===== src/rtl/xgriscv_defines.sv =====
// rtl/xgriscv_defines.sv - shared xgriscv constants, fetch FSM encodings and the fetch entry type
//   XLEN           : data/address width
//   NOP_INSTR      : addi x0,x0,0, presented when no instruction is valid
//   FETCH_*        : fetch FSM state encodings
//   fetch_entry_t  : {pc, instr} pair carried through the fetch FIFO
package xgriscv_defines;

  localparam int XLEN = 32;

  localparam logic [31:0] NOP_INSTR = 32'h00000013;

  localparam logic [1:0] FETCH_IDLE    = 2'd0;
  localparam logic [1:0] FETCH_WAIT    = 2'd1;
  localparam logic [1:0] FETCH_DISCARD = 2'd2;

  typedef struct packed {
    logic [XLEN-1:0] pc;
    logic [31:0]     instr;
  } fetch_entry_t;

endpackage


===== src/rtl/xgr_fetch_fifo.sv =====
// rtl/xgr_fetch_fifo.sv - synchronous FIFO of {pc, instr} fetch entries with flush
//   clk, reset    : clock, asynchronous active-high reset
//   push/push_data: write one entry (ignored when full and not popping)
//   pop           : advance the head (ignored when empty)
//   flush         : empty the FIFO at the edge; dominates push and pop
//   head_data     : entry at the head, valid when head_valid
//   count         : number of stored entries, 0..DEPTH
module xgr_fetch_fifo
  import xgriscv_defines::*;
#(
  parameter int DEPTH = 4
) (
  input  logic                       clk,
  input  logic                       reset,
  input  logic                       push,
  input  fetch_entry_t               push_data,
  input  logic                       pop,
  input  logic                       flush,
  output fetch_entry_t               head_data,
  output logic                       head_valid,
  output logic [$clog2(DEPTH):0]     count
);

  localparam int AW = $clog2(DEPTH);
  localparam int CW = AW + 1;
  localparam logic [CW-1:0] DEPTH_C = CW'(DEPTH);

  fetch_entry_t  mem [DEPTH];
  logic [AW-1:0] rd_ptr;
  logic [AW-1:0] wr_ptr;
  logic          full;
  logic          do_push;
  logic          do_pop;

  assign head_valid = (count != '0);
  assign full       = (count == DEPTH_C);
  assign do_pop     = pop && head_valid;
  // A simultaneous pop frees the slot being written, so a full FIFO may still accept.
  assign do_push    = push && (!full || do_pop);

  always_ff @(posedge clk or posedge reset) begin
    if (reset) begin
      rd_ptr <= '0;
      wr_ptr <= '0;
      count  <= '0;
    end else if (flush) begin
      rd_ptr <= '0;
      wr_ptr <= '0;
      count  <= '0;
    end else begin
      if (do_push) wr_ptr <= wr_ptr + AW'(1);
      if (do_pop)  rd_ptr <= rd_ptr + AW'(1);
      case ({do_push, do_pop})
        2'b10:   count <= count + CW'(1);
        2'b01:   count <= count - CW'(1);
        default: ;
      endcase
    end
  end

  // Storage needs no reset: nothing is readable until count says so.
  always_ff @(posedge clk) begin
    if (do_push && !flush) mem[wr_ptr] <= push_data;
  end

  assign head_data = mem[rd_ptr];

endmodule


===== src/rtl/xgr_fetch_buf.sv =====
// rtl/xgr_fetch_buf.sv - instruction fetch front end: fetch PC, imem request FSM, fetch FIFO to decode
//   Optional build macro XGR_FETCH_BYPASS_EN: forwards a response straight to decode when the FIFO is empty.
//   clk, reset                 : clock, asynchronous active-high reset
//   imem_req/imem_addr/gnt     : word fetch request (combinational) at the fetch PC
//   imem_rvalid/imem_rdata     : fetch response, one per granted request
//   redirect_valid/redirect_pc : taken branch/jump from EX; flushes and re-targets fetch
//   id_valid/id_instr/id_pc    : head of the fetch queue towards IF/ID (NOP / 0 when invalid)
//   id_ready                   : decode consumes the head this cycle
module xgr_fetch_buf
  import xgriscv_defines::*;
#(
  parameter int              DEPTH    = 4,
  parameter logic [XLEN-1:0] RESET_PC = 32'h00000000
) (
  input  logic            clk,
  input  logic            reset,
  output logic            imem_req,
  output logic [XLEN-1:0] imem_addr,
  input  logic            imem_gnt,
  input  logic            imem_rvalid,
  input  logic [31:0]     imem_rdata,
  input  logic            redirect_valid,
  input  logic [XLEN-1:0] redirect_pc,
  output logic            id_valid,
  output logic [31:0]     id_instr,
  output logic [XLEN-1:0] id_pc,
  input  logic            id_ready
);

  localparam int CW = $clog2(DEPTH) + 1;
  localparam logic [CW-1:0] DEPTH_C = CW'(DEPTH);

  logic [1:0]      state;
  logic [1:0]      state_nxt;
  logic [XLEN-1:0] pc;
  logic [CW-1:0]   fifo_count;
  logic            fifo_valid;
  logic            fifo_push;
  logic            fifo_pop;
  fetch_entry_t    fifo_head;
  fetch_entry_t    push_entry;
  logic            issue;
  logic            resp_in_wait;
  logic            bypass;

  // Held low during reset so the request port shows its reset value asynchronously.
  assign imem_req     = !reset && (state == FETCH_IDLE) && (fifo_count < DEPTH_C) && !redirect_valid;
  assign imem_addr    = pc;
  assign issue        = imem_req && imem_gnt;
  assign resp_in_wait = (state == FETCH_WAIT) && imem_rvalid;

`ifdef XGR_FETCH_BYPASS_EN
  assign bypass = !fifo_valid && resp_in_wait && !redirect_valid;
`else
  assign bypass = 1'b0;
`endif

  // A bypassed word that decode takes immediately must not also land in the FIFO.
  assign fifo_push  = resp_in_wait && !redirect_valid && !(bypass && id_ready);
  assign fifo_pop   = fifo_valid && id_ready && !redirect_valid;
  assign push_entry = '{pc: pc, instr: imem_rdata};

  xgr_fetch_fifo #(
    .DEPTH(DEPTH)
  ) u_fifo (
    .clk        (clk),
    .reset      (reset),
    .push       (fifo_push),
    .push_data  (push_entry),
    .pop        (fifo_pop),
    .flush      (redirect_valid),
    .head_data  (fifo_head),
    .head_valid (fifo_valid),
    .count      (fifo_count)
  );

  assign id_valid = fifo_valid || bypass;

  always_comb begin
    id_instr = NOP_INSTR;
    id_pc    = '0;
    if (fifo_valid) begin
      id_instr = fifo_head.instr;
      id_pc    = fifo_head.pc;
    end else if (bypass) begin
      id_instr = imem_rdata;
      id_pc    = pc;
    end
  end

  // A response arriving in the redirect cycle is simply dropped, so WAIT only
  // enters DISCARD when the stale response is still in flight. DISCARD leaves
  // on its one response even if another redirect lands in the same cycle.
  always_comb begin
    state_nxt = state;
    case (state)
      FETCH_IDLE:    if (issue) state_nxt = FETCH_WAIT;
      FETCH_WAIT: begin
        if (imem_rvalid)         state_nxt = FETCH_IDLE;
        else if (redirect_valid) state_nxt = FETCH_DISCARD;
      end
      FETCH_DISCARD: if (imem_rvalid) state_nxt = FETCH_IDLE;
      default:       state_nxt = FETCH_IDLE;
    endcase
  end

  always_ff @(posedge clk or posedge reset) begin
    if (reset) begin
      state <= FETCH_IDLE;
      pc    <= RESET_PC;
    end else begin
      state <= state_nxt;
      if (redirect_valid)    pc <= {redirect_pc[XLEN-1:2], 2'b00};
      else if (resp_in_wait) pc <= pc + 32'd4;
    end
  end

endmodule


===== config.mk =====
export PLATFORM = sky130hd
export DESIGN_NAME = xgr_fetch_buf
export DESIGN_NICKNAME = d
export VERILOG_FILES = /design/src/rtl/xgriscv_defines.sv /design/src/rtl/xgr_fetch_fifo.sv /design/src/rtl/xgr_fetch_buf.sv
export SDC_FILE = /design/constraint.sdc
export NUM_CORES = 1
export LEC_CHECK = 0
export BUFFER_PORTS_ARGS = -buffer_cell sky130_fd_sc_hd__buf_4
export CORE_MARGIN = 2
export CORE_UTILIZATION = 35
export CTS_CLUSTER_SIZE = 12
export DETAILED_ROUTE_END_ITERATION = 8
export PLACE_DENSITY = 0.66
export SLEW_MARGIN = 10
export SYNTH_ARGS = -nofsm -noshare
export SYNTH_HDL_FRONTEND = slang
export SYNTH_SLANG_ARGS = --single-unit

===== constraint.sdc =====
create_clock -name clk -period 2.75 [get_ports clk]
set_clock_uncertainty 0.05 [all_clocks]
set_input_delay 0.275 -clock clk [delete_from_list [all_inputs] [get_ports clk]]
set_output_delay 0.275 -clock clk [all_outputs]
set_load 0.02 [all_outputs]

Yosys cells after proc, flatten, opt, wreduce, memory -nomap -nowiden
Memory sizes are Yosys's and may differ from the RTL's. Index checks and enable logic that the tools add are counted.

Equality and inequality tests: 8. Magnitude comparators: 1. Mux-type cells: 17. Add/sub/neg operators: 5. Reductions and logical operators: 22.

Operator list (number): $mux W32 (4); $add A32 B3 Y32 const B (1); $mux W2 (8); $logic_and A1 B1 Y1 (11); $pmux W2 S3 (1); $pmux W3 S2 (1); $reduce_bool A2 Y1 (3); $reduce_bool A3 Y1 (2); $add A2 B1 Y2 const B (2); $eq A2 B1 Y1 const B (2); $eq A2 B2 Y1 const B (2); $ne A2 B2 Y1 const B (2); $add A3 B1 Y3 const B (1); $eq A3 B3 Y1 const B (1); $logic_not A1 Y1 (3); $lt A3 B3 Y1 const B (1); $mux W3 (1); $ne A3 B3 Y1 const B (1); $reduce_and A3 Y1 (1); $sub A3 B1 Y3 const B (1); $logic_not A2 Y1 (1); $mux W1 (2); $logic_or A1 B1 Y1 (1).

Memories kept: 1. Bits in registers: 41. Bits of input ports: 70. RAM bits: 256.

Memories: u_fifo.mem (depth 4, bits a word 64, rd ports 1, clocked after Yosys merged registers in 0, write ports 1, RTL line xgr_fetch_fifo.sv:28) `fetch_entry_t mem [DEPTH];`.

Logic depth before layout (Yosys ltp)
Gate-level depths: netlist (run 1).

Depth after elaboration: 9. Mapped depth: 9. Mapped depth without buffers: 9.

Modules after synthesis
Synthesis (run 1) repeated with hierarchy kept, for this count alone.

Cell total of the unflattened synthesis: 699. Area total of the unflattened synthesis: 12210.5 um^2.

Modules (own cells, without submodules): xgr_fetch_fifo (cells each 398, times used 1, area each 9815.7 um^2); xgr_fetch_buf (cells each 301, times used 1, area each 2394.8 um^2).

Least setup slack after synthesis (run 1)
OpenSTA, ideal clock, no wires.

Path kind: register to register. Start point: register state[1]. End point: memory u_fifo.mem[0][0] in the netlist's numbering, enable pin. Buffers on the path: 0. Data arrival time: 2554 ps. Slack: -281 ps. Cell stages (with the launch flop): 4. Period minus slack after synthesis: 3031 ps. Required time: 2274 ps. Cell sequence: dfrtp_1 > nand3b_1 > a311oi_2 > and2_1.

Longest elaborated chain between the ends: 7.

RTL lines: start: declaration (RTL line xgr_fetch_buf.sv:33) `logic [1:0] state;`; start signal: assignment (RTL line xgr_fetch_buf.sv:112) `state <= state_nxt;`; $eq A2 B1 Y1 (RTL line xgr_fetch_buf.sv:50) `assign resp_in_wait = (state == FETCH_WAIT) && imem_rvalid;`; $logic_and A1 B1 Y1 (RTL line xgr_fetch_buf.sv:50); $logic_and A1 B1 Y1 (RTL line xgr_fetch_buf.sv:59) `assign fifo_push = resp_in_wait && !redirect_valid && !(bypass && id_ready);`; $logic_and A1 B1 Y1 (RTL line xgr_fetch_fifo.sv:39) `assign do_push = push && (!full || do_pop);`; $logic_and A1 B1 Y1 (RTL line xgr_fetch_fifo.sv:63) `if (do_push && !flush) mem[wr_ptr] <= push_data;`; $mux W1 (RTL line xgr_fetch_fifo.sv:63); $mux W1 (not written as such) (RTL line xgr_fetch_fifo.sv:63); end: declaration (RTL line xgr_fetch_fifo.sv:28).

No other way between the ends.

Final worst setup path (run 1)
Start point: register u_fifo.rd_ptr[1]. End point: output id_instr[25].

Longest elaborated chain between the ends: 2.

RTL lines: start: declaration (RTL line xgr_fetch_fifo.sv:29) `logic [AW-1:0] rd_ptr;`; start signal: assignment (RTL line xgr_fetch_fifo.sv:52) `if (do_pop) rd_ptr <= rd_ptr + AW'(1);`; $mem_v2 Z4 W64; $mux W32 (RTL line xgr_fetch_buf.sv:82) `if (fifo_valid) begin`; end: declaration (RTL line xgr_fetch_buf.sv:25) `output logic [31:0] id_instr,`.

No other way between the ends.

==> flow_summary.toml, run 1 <==
[place]
dp_hpwl_mm = 16.2
place.gp.congestion = 0.759
io_buffers = 161
numPlacedInstances = 1243

[worst_setup_path]
critPathKind = "flop to primary output"
end_kind = "primary output"
crit_path_max_fanout = 33
start_kind = "flop"
arrival_ns = 2.29
r2r_cells = 5
critical_path_required_ns = 2.42

[cts]
clockBufferDepth = 3
clockRootBuffer = "clkbuf_16"
cts_tree = "done"
clock_sinks = 287
clk_pin_slew_ns = 0.06
ctsResizeCount = 0
htreeDepth = 1
numCtsBuffers = 31
clkLatencyLatePin_ns = 0.55

[sta]
tightest_slew_ns = 1.01
rsz0062_at_grt = "false"
slew_viol_final = 0
finalCritPeriodShare = 0.949
maxSlewHeadroom = 0.320
hold_viol = 0
setup_viol = 0
holdWs_ns = 0.0531
fmax_ghz = 0.383
fin_crit_ns = 2.61
tns_ns = 0

[floorplanning]
die_x_um = 186
start_util = 0.356
std_cell_rows = 66
die_area_um2 = 34600
fp.coreArea_um2 = 32600
chipHeight_um = 186
num_io_pins = 168

[grt]
grt_max_degree = 62
grt_pass1_wl_mm = 39.3
grt_use_total = 0.151
antenna_found_initial = 0
grt.overflow.total = 0
first_global_vias = 6808

[route]
drt-wirelength-per-cell_um = 18.9
dr_total_vias = 6568
routed_via_density = 4.81
drc = 0
first_pass_iters = 4
wl_mm = 25.8
drt_iter0_drc = 381
antenna_left = 0

[yosys]
synthTopCellsByArea = "edfxtp_1 64%, mux4_2 12%, dfrtp_1 8.4%"
synth_top_area_frac = 0.642
yosysSeqAreaShare = 0.726
synth_area_per_cell_um2 = 18.1
synth_edf_count = 248
synth_seq_cells = 287
synth_ff_type = "edfxtp_1"
netlist_area_um2 = 11600
ys_warn_count = 0
syn_inst = 642
ys_types = 43
postSynth.asyncResetShare = 0.136
synth_top_area_cell = "edfxtp_1"

[cells_and_area]
syn_to_final_growth_pct = 30.7
antenna_cells = 0
fin_nets = 978
fin_cells = 1365
drive_gt1_frac = 0.343

[run_status]
status = "completed"

[power]
power_density_nw_per_um2 = 649
p_seq_frac = 0.504
pwr-share-comb = 0.112
p_sw_frac = 0.230
intPower_mw = 7.57
p_switching_mw = 2.26
clkPwrFrac = 0.384
vdd_drop_max_mv = 0.478
power_leakage_nw = 5.38

[min_path]
hold_depth = 3
hp-class = "input pin to flop"

[flow_run]
cap_viol_max_count = 0
==> worst max-delay path, cell delays in order (launching register included) <==
cell	delay, ns
dfrtp_4	0.81
buf_4	0.29
mux4_2	0.30
and2_1	0.18
buf_4	0.16
==> routing by layer <==
metal,vias to the layer above,wire [um],global-route usage
met2,208,12200,0.246
met5,-,0,0
li1,2994,-,-
met3,41,1430,0.0250
met4,0,552,0.0391
met1,3325,11600,0.211
==> synth_stat cells, drive strengths merged (3+ instances only) <==
cell type,instances
nor2,17
nand3,14
nor3,5
nand4,10
buf,16
and3,7
xnor2,10
o21ai,25
nand2,39
nor4,3
xor2,20
dfrtp,39
edfxtp,248
mux2,5
inv,8
o31a,3
ha,5
mux4,62
or2,3
clkbuf,18
mux2i,3
and2,65
==> repair_timing <==
item	in CTS	in global routing
hold buffers	65	0
endpoints found under the setup margin	16	0
endpoints found under the hold margin	185	0
setup buffers	3	0
==> layout by cell type (no fill, tap or decap), types with 13 or more instances in the layout <==
master and instances:
edfxtp_1 248, buf_4 184, dlygate4sd3_1 65, mux4_2 62, and2_1 61, nand2_1 39, dfrtp_1 37, clkbuf_16 31
o21ai_0 23, xor2_1 20, nor2_1 16, nand3_1 13
==> cell type report <==
type | instances | area (um^2)
clock buffers | 43 | 841
clock inverters | 11 | 83.8
fillers | 2796 | 17500
inverters | 8 | 30.0
multi-input cells | 316 | 3010
flip-flops and latches | 287 | 8430
well taps | 442 | 553
repair buffers | 258 | 2210
==> kinds of logic (layout without fill, tap and decap cells) <==
logic type / Yosys count / count (layout) / synth area share
fa+ha+maj: 6 / 6 / 0.00712
mux: 70 / 70 / 0.128
xor+xnor: 30 / 30 / 0.0226
buf+inv: 42 / 320 / 0.0166
simple gates: 170 / 170 / 0.0808
flops: 287 / 287 / 0.726
other cells: 1 / 4 / 0.000323
compound gates: 36 / 36 / 0.0187
==> registers in the layout (all words and copies together) (netlist names) <==
signal	count
u_fifo.mem	248
imem_addr	30
u_fifo.count	3
state	2
u_fifo.rd_ptr	2
u_fifo.wr_ptr	2
==> power groups by stage <==
| stage | sequential [mW] | clock (mW) | combinational (mW) |
|---|---|---|---|
| detailed placement | 5.06 | 0 | 1.03 |
| global route | 4.97 | 4.06 | 1.20 |
| global placement | 5.05 | 0 | 1.02 |
| floorplan | 5.04 | 0 | 0.539 |
| finish | 4.95 | 3.77 | 1.10 |
| CTS | 4.96 | 3.89 | 1.12 |
==> per-stage QoR <==
| step | utilization | total power [mW] | cell area (um^2) | setup WS (ns) |
|---|---|---|---|---|
| 4_1_cts | 0.465 | 9.97 | 15200 | 0.0989 |
| 5_1_grt | 0.465 | 10.2 | 15200 | 0.0501 |
| 6_report | 0.465 | 9.83 | 15200 | 0.139 |
| 2_1_floorplan | - | 5.58 | 11600 | 0.377 |
| 3_3_place_gp | 0.416 | 6.07 | 13600 | 0.555 |
| 3_5_place_dp | 0.416 | 6.08 | 13600 | 0.537 |
==> worst paths after layout <==
| check | from | to | slack, ns |
|---|---|---|---|
| max | u_fifo.rd_ptr[1] | id_instr[25] | 0.14 |
| min | id_ready | u_fifo.count[2] | 0.05 |
| max reg2reg | imem_addr[12] | imem_addr[30] | 0.57 |
| min reg2reg | state[1] | state[0] | 0.47 |
| max in group asynchronous | reset | imem_addr[8] | 1.59 |
| min in group asynchronous | reset | imem_addr[14] | 0.37 |
No activity file was read; power rests on OpenSTA's default activity.
==> run 2, diff against run 1 <==
Settings changed: CTS_BUF_LIST from default to sky130_fd_sc_hd__clkbuf_2.
==> flow_summary.toml, run 2 (synthesis results as in run 1) <==
[route]
drc = 0
first_pass_iters = 4
drt-wirelength-per-cell_um = 18.7
wl_mm = 27.7
drt_iter0_drc = 450
route.met3.wl_mm = 1.76
wl_met1_mm = 12.0
routed_via_density = 4.73
wl_met2_mm = 13.4
top_layer = "met4"
dr_total_vias = 7016
antenna_left = 0

[floorplanning]
chipHeight_um = 186
fp.coreArea_um2 = 32600
die_x_um = 186
std_cell_rows = 66
num_io_pins = 168
die_area_um2 = 34600
start_util = 0.356

[worst_setup_path]
critPathKind = "flop to primary output"
r2r_slack_ns = 0.16
timing.rr.start = "u_fifo.count[0]"
start_kind = "flop"
end_kind = "primary output"
crit_path_max_fanout = 12
arrival_ns = 2.37
critical_path_required_ns = 2.42
r2r-end = "u_fifo.count[2]"
r2r_cells = 10

[min_path]
hold_path_startpoint = "imem_rdata[3]"
hold_depth = 2
hold_end = "u_fifo.mem[0][3]"
hp-class = "input pin to flop"

[cells_and_area]
syn_to_final_growth_pct = 36.0
largest_register_ff_count = 248
layout_commonest_cell = "edfxtp_1"
layout_common_cells = "248 x edfxtp_1, 131 x buf_4, 111 x clkbuf_2"
seq_area_um2 = 8430
largest-register = "u_fifo.mem"
fillerInstances = 2845
fin_cells = 1483
fin_nets = 1065
drive_gt1_frac = 0.438
multi_input_area_um2 = 3160

[cts]
clockRootBuffer = "clkbuf_2"
htreeDepth = 3
clock_sinks = 287
clockBufferDepth = 3
cts_tree = "done"
clkLatencyLatePin_ns = 0.82
numCtsBuffers = 74
clk_pin_slew_ns = 0.09

[place]
numPlacedInstances = 1243
dp_slack_ns = 0.537
place.gp.congestion = 0.759
dp_hpwl_mm = 16.2
io_buffers = 161

[power]
p_sw_frac = 0.264
vdd_drop_max_mv = 0.259
clkPwrFrac = 0.308
power_leakage_nw = 5.79
pwr-share-comb = 0.150
intPower_mw = 6.71
p_seq_frac = 0.542
power_density_nw_per_um2 = 578
p_switching_mw = 2.41

[sta]
fmax_ghz = 0.371
fin_ws_ns = 0.0513
fin_crit_ns = 2.70
hold_viol = 0
setup_viol = 0
finalCritPeriodShare = 0.981
maxSlewHeadroom = 0.326
tightest_slew_ns = 1.01
rsz0062_at_grt = "true"
slew_viol_final = 0

[run_status]
status = "completed"

[grt]
first_global_vias = 7550
antenna_found_initial = 1
grt_use_total = 0.163
grt_pass1_wl_mm = 41.9
grt_max_degree = 62
grt.overflow.total = 0

[flow_run]
cap_viol_max_count = 0
-- run 2: worst max-delay path by stage --
| stage | from | end | slack [ns] |
|---|---|---|---|
| 2_1_floorplan | state[1] | u_fifo.mem[0][0] | 0.38 |
| 6_report | u_fifo.rd_ptr[0] | id_instr[13] | 0.05 |
| 5_1_grt | u_fifo.rd_ptr[0] | id_instr[13] | -0.10 |
| 3_3_place_gp | u_fifo.rd_ptr[0] | id_instr[1] | 0.56 |
| 3_5_place_dp | u_fifo.rd_ptr[0] | id_instr[1] | 0.54 |
| 4_1_cts | u_fifo.rd_ptr[0] | id_instr[7] | -0.07 |
-- run 2: routing by layer --
layer	track usage	up-vias
li1	-	3216
met1	0.213	3517
met2	0.266	240
met3	0.0391	43
met4	0.0580	0
met5	0	-
-- run 2: power by group through the flow --
stage	Combinational, mW	Clock (mW)	Sequential, mW
floorplan	0.539	0	5.04
global placement	1.02	0	5.05
detailed placement	1.03	0	5.06
CTS	1.35	2.95	4.94
global route	1.47	3.18	4.96
finish	1.37	2.81	4.94
-- run 2: per-stage QoR --
stage	hold slack (ns)	power, mW	setup TNS (ns)	util	area (um^2)
2_1_floorplan	0.290	5.58	0	-	11600
3_3_place_gp	0.394	6.07	0	0.416	13600
3_5_place_dp	0.392	6.08	0	0.416	13600
4_1_cts	0.0597	9.24	-1.26	0.480	15600
5_1_grt	0.0990	9.61	-3.39	0.484	15800
6_report	0.180	9.12	0	0.484	15800
-- run 2: worst max-delay path, cell delays in order, from the launching register on --
cell and delay [ns]:
dfrtp_4 0.45, buf_12 0.17, buf_16 0.17, mux4_2 0.53, and2_4 0.18, buf_6 0.12
-- run 2: area by class of cell --
class	instances	area share
tap	442	0.0351
clock buffer	111	0.0352
timing repair buffer	302	0.187
clock inverter	16	0.00571
multi-input combinational	316	0.200
sequential	287	0.534
antenna	1	0.000159
inverter	8	0.00190
-- run 2: what timing repair did --
action,4_1_cts,5_1_grt
buffers inserted,7,4
endpoints found under the setup margin,62,63
hold buffers,99,0
resized for setup,99,25
endpoints found under the hold margin,199,0
gates cloned,2,0
